**config.mk**
```make
export PLATFORM = sky130hd
export DESIGN_NAME = sat_counter
export DESIGN_NICKNAME = d
export VERILOG_FILES = /design/src/rtl/sat_counter.sv
export SDC_FILE = /design/constraint.sdc
export NUM_CORES = 1
export LEC_CHECK = 0
export BUFFER_PORTS_ARGS = -buffer_cell sky130_fd_sc_hd__buf_4
export CAP_MARGIN = 20
export CORE_MARGIN = 1.5
export CORE_UTILIZATION = 35
export CTS_CLUSTER_SIZE = 16
export DETAILED_ROUTE_END_ITERATION = 6
export GPL_ROUTABILITY_DRIVEN = 0
export HOLD_SLACK_MARGIN = 0.03
export PLACE_DENSITY_LB_ADDON = 0.08
export SLEW_MARGIN = 40
export SYNTH_ARGS = -nofsm -noshare
export SYNTH_HDL_FRONTEND = slang
export SYNTH_SLANG_ARGS = --single-unit
```
**constraint.sdc**
```tcl
create_clock -name clk -period 3.25 [get_ports clk]
set_clock_uncertainty 0.15 [all_clocks]
set_input_delay 0.1625 -clock clk [delete_from_list [all_inputs] [get_ports clk]]
set_output_delay 0.1625 -clock clk [all_outputs]
set_load 0.05 [all_outputs]
```
**src/rtl/sat_counter.sv**
```systemverilog
// Saturating up-counter with a synchronous clear that beats a same-cycle increment.
module sat_counter #(
    parameter int WIDTH = 8
) (
    input  logic             clk,
    input  logic             rst_n,
    input  logic             clear,
    input  logic             inc,
    output logic [WIDTH-1:0] q
);

    // Count up on inc, stick at all-ones, clear wins over inc.
    always_ff @(posedge clk or negedge rst_n) begin
        if (!rst_n) begin
            q <= '0;
        end else if (clear) begin
            q <= '0;
        end else if (inc && (q != {WIDTH{1'b1}})) begin
            q <= q + WIDTH'(1);
        end
    end

endmodule

```
==> PnR_summary.wiki <==
{| class="wikitable"
! Metric !! Value
|-
| Result of the run || completed
|-
| Arithmetic-cell share of the synthesized area counting full adders, half adders and majority gates || about 2.7%
|-
| Launching point of the worst reg2reg path || q[0]$_DFFE_PN0P_
|-
| Static power due to leakage || between 0.2 and 0.3 nW
|-
| Total of flip-flops plus latches after synthesis || 8
|-
| Inst Count DP || slightly above 70
|-
| Cell taking the most area after synthesis || dfrtp_1
|-
| Post-Synth Simple-Gate Area || between 30% and 40%
|-
| Die height || 39.4 um
|-
| Count of buffers added by post-CTS timing repair for setup || 0
|-
| Final Hold Violating Endpoints || 0
|-
| Series of cell instances along the critical path || ha_1 -> and4_2 -> a21boi_1 -> mux2_2
|-
| Unrepaired setup endpoints after global routing || no
|-
| Synth Area in XOR/XNOR || 0%
|-
| Data arrival time of the critical path || 1.84 ns
|-
| Number of buffers and inverters on the critical path || 0
|-
| Synthesized instance count || between 40 and 50
|-
| Synthesis warning total || 0
|-
| Largest fanout on the critical path || 7
|-
| Worst slack on hold paths || 0.108 ns
|-
| Class of the worst hold path || input pin to asynchronous set/reset pin
|-
| Flip-flop count of the largest register, all copies and words added || 8
|-
| Main combinational cell family by area after synthesis || simple AND/OR/NAND/NOR gates
|-
| Largest registers || q: 8 flops
|-
| Worst setup path start || q[0]$_DFFE_PN0P_
|-
| Antenna violation net count after detailed routing || 0
|-
| WL final || 1030 um
|-
| Delay of the slowest critical-path stage || roughly 0.43 ns
|-
| Max Clk Rate || around 540 MHz
|-
| Number of nets in the synthesized netlist || 54
|-
| CTS tree || done
|-
| DRC Markers || 0
|-
| Sum Neg Setup Slack || 0 ns
|-
| Max rail drop VDD || between 0.15 and 0.2 mV
|-
| Layout cells sized above 1 || roughly 29%
|-
| Total of hold buffers inserted after clock tree synthesis || 2
|-
| Unique masters post-synth || 28
|-
| Most common cell after layout, fill and taps aside || buf_4
|-
| Number of violations of the max-capacitance limit || 0
|-
| Number of antenna diodes || 0
|-
| Footprint of the flip-flops and latches || around 200 um^2
|-
| Global-route wire length before repair || around 1800 um
|-
| Drt initial violations || 12
|-
| CTS Root Buffer Type || clkbuf_4
|-
| Total routing usage reported by global routing || between 10% and 20%
|-
| Number of core rows || 12
|-
| # port buffers || 11
|-
| Synthesized-area fraction occupied by ao, oa, aoi and oai cells || roughly an eighth
|-
| Vias || approximately 430
|-
| Layout area overhead || 28.8%
|-
| Kind of cell adding the most delay to the critical path || flip-flops
|-
| Die outline area || 0.00155 mm^2
|-
| Clk sink count || 8
|-
| Number of vias per cell || between 5 and 6
|-
| Worst-case clock buffer depth || 2
|-
| CP Capture Type || flop
|-
| Effective utilization at floorplan || between 30% and 40%
|-
| Clock network latency to the later pin of the worst-skew pair || 0.26 ns
|-
| Overflow after GRT || 0
|-
| Final-layout fill cell count || 124
|-
| Worst rel slew slack || between 70% and 80%
|-
| Number of placed I/O pins || 12
|-
| Register-to-register path setup slack || 1.40 ns
|-
| Depth of the worst register-to-register path || 4
|-
| RR Endpoint || q[0]$_DFFE_PN0P_
|-
| Commonest cells after routing, fill and taps aside || buf_4, dfrtp_1, nor3_1
|-
| Setup CP Type || flop to flop
|-
| Cell type of the slowest stage on the worst timing path || dfrtp_1
|-
| Post-cts gate resize count || 0
|-
| Startpoint kind of the worst setup timing path || flop
|-
| Number of buffers added by the clock tree synthesis step || 3
|-
| Part of the Yosys area used for sequential elements || a little over two fifths
|-
| Count of H-tree levels built during CTS || 1
|-
| Summed instance area of the synthesized netlist || 464 um^2
|-
| Routed length per placed instance || 13.4 um
|-
| Width of the die || around 39 um
|-
| Share of Yosys cell area claimed by the top area cell type || a little over two fifths
|-
| Post-route non-filler standard cell count || 77
|-
| Crit path required time || about 3.2 ns
|-
| Actual transition at the worst max-transition pin || slightly below 0.4 ns
|-
| Number of global-route vias before repair || around 400
|-
| Largest net degree at the start of global routing || 12
|-
| Multiplexer area fraction after synthesis || about 7%
|-
| Final setup vio count || 0
|-
| Final layout net count || 70
|-
| Count of TritonRoute iterations in the first routing pass || 4
|-
| Area of the placeable core || roughly 0.0012 mm^2
|-
| Synthesized area per cell || roughly 9.5 um^2
|-
| Multi-input logic area || 248 um^2
|-
| Cell types with the largest area share after synthesis || dfrtp_1, mux2_2, nor3_1
|-
| Number of max-slew violations in the final report || 0
|-
| Largest Register || q
|-
| Final period util || between 50% and 60%
|-
| Power density over cell area || roughly 360 mW/mm^2
|-
| Final worst path period need || around 1.9 ns
|-
| Clock transition at the registers of the reported paths || approximately 0.05 ns
|-
| Initial antenna violation count || 0
|}
-- through the flow --
stage / cell area [um^2] / utilization (%) / total power [mW] / setup slack [ns]
CTS: 598 / 51.1 / 0.218 / 1.39
floorplan: 464 / - / 0.125 / 1.24
global route: 598 / 51.1 / 0.227 / 1.33
finish: 598 / 51.1 / 0.214 / 1.40
global placement: 556 / 47.4 / 0.137 / 1.45
detailed placement: 556 / 47.4 / 0.137 / 1.40
-- layer usage --
layer	wire length (um)	global-route usage [%]
met5	0	0
met4	9	5.17
met3	74	10.2
met2	489	27.5
met1	460	21.0
-- cells in the mapped netlist --
cell	count
nor4_1	1
a31oi_1	1
a211oi_1	1
and4_2	1
a2111oi_0	1
mux2i_1	1
and4_1	1
a41oi_1	1
mux2_2	2
o21ai_0	1
dfrtp_1	8
nor3b_1	1
buf_2	1
nand4_1	1
nor3_1	4
nand2_1	2
nand3_1	2
and3_1	1
or3_1	1
nor2_1	2
a21oi_1	3
a21boi_1	1
nor2b_1	3
inv_1	2
clkbuf_1	1
ha_1	1
nand3_2	1
nand2b_1	3
-- worst max path at each step --
stage                     cells past startpoint  slack (ns)                to
final                                         4        1.40  q[0]$_DFFE_PN0P_
after global routing                          4        1.33  q[0]$_DFFE_PN0P_
after CTS                                     4        1.39  q[0]$_DFFE_PN0P_
after detailed placement                      4        1.40  q[0]$_DFFE_PN0P_
after global placement                        4        1.45  q[0]$_DFFE_PN0P_
after floorplan                               4        1.24  q[0]$_DFFE_PN0P_
-- area by class of cell --
| cell class | instances | area share (%) |
|---|---|---|
| inverter | 2 | 1.26 |
| clock buffer | 3 | 3.77 |
| multi-input combinational | 37 | 41.4 |
| tap | 14 | 2.93 |
| timing repair buffer | 13 | 17.2 |
| sequential | 8 | 33.5 |
-- cell families (layout without fill, tap and decap cells) --
logic type,Yosys count,in the layout
muxes,3,3
buffers and inverters,4,18
DFF,8,8
AOI/OAI and AO/OA,9,9
and+or+nand+nor,24,24
adders and majority gates,1,1
-- worst register-to-register path: stages, from the launching register on --
cell	delay (ns)
dfrtp_1	0.43
ha_1	0.30
and4_2	0.29
a21boi_1	0.21
mux2_2	0.36
-- where the power goes --
group | internal [mW] | switching (mW)
Combinational | 0.0119 | 0.0190
Clock | 0.0423 | 0.0346
Sequential | 0.102 | 0.00356
Total | 0.156 | 0.0572
Power figures use the tool's default switching activity.
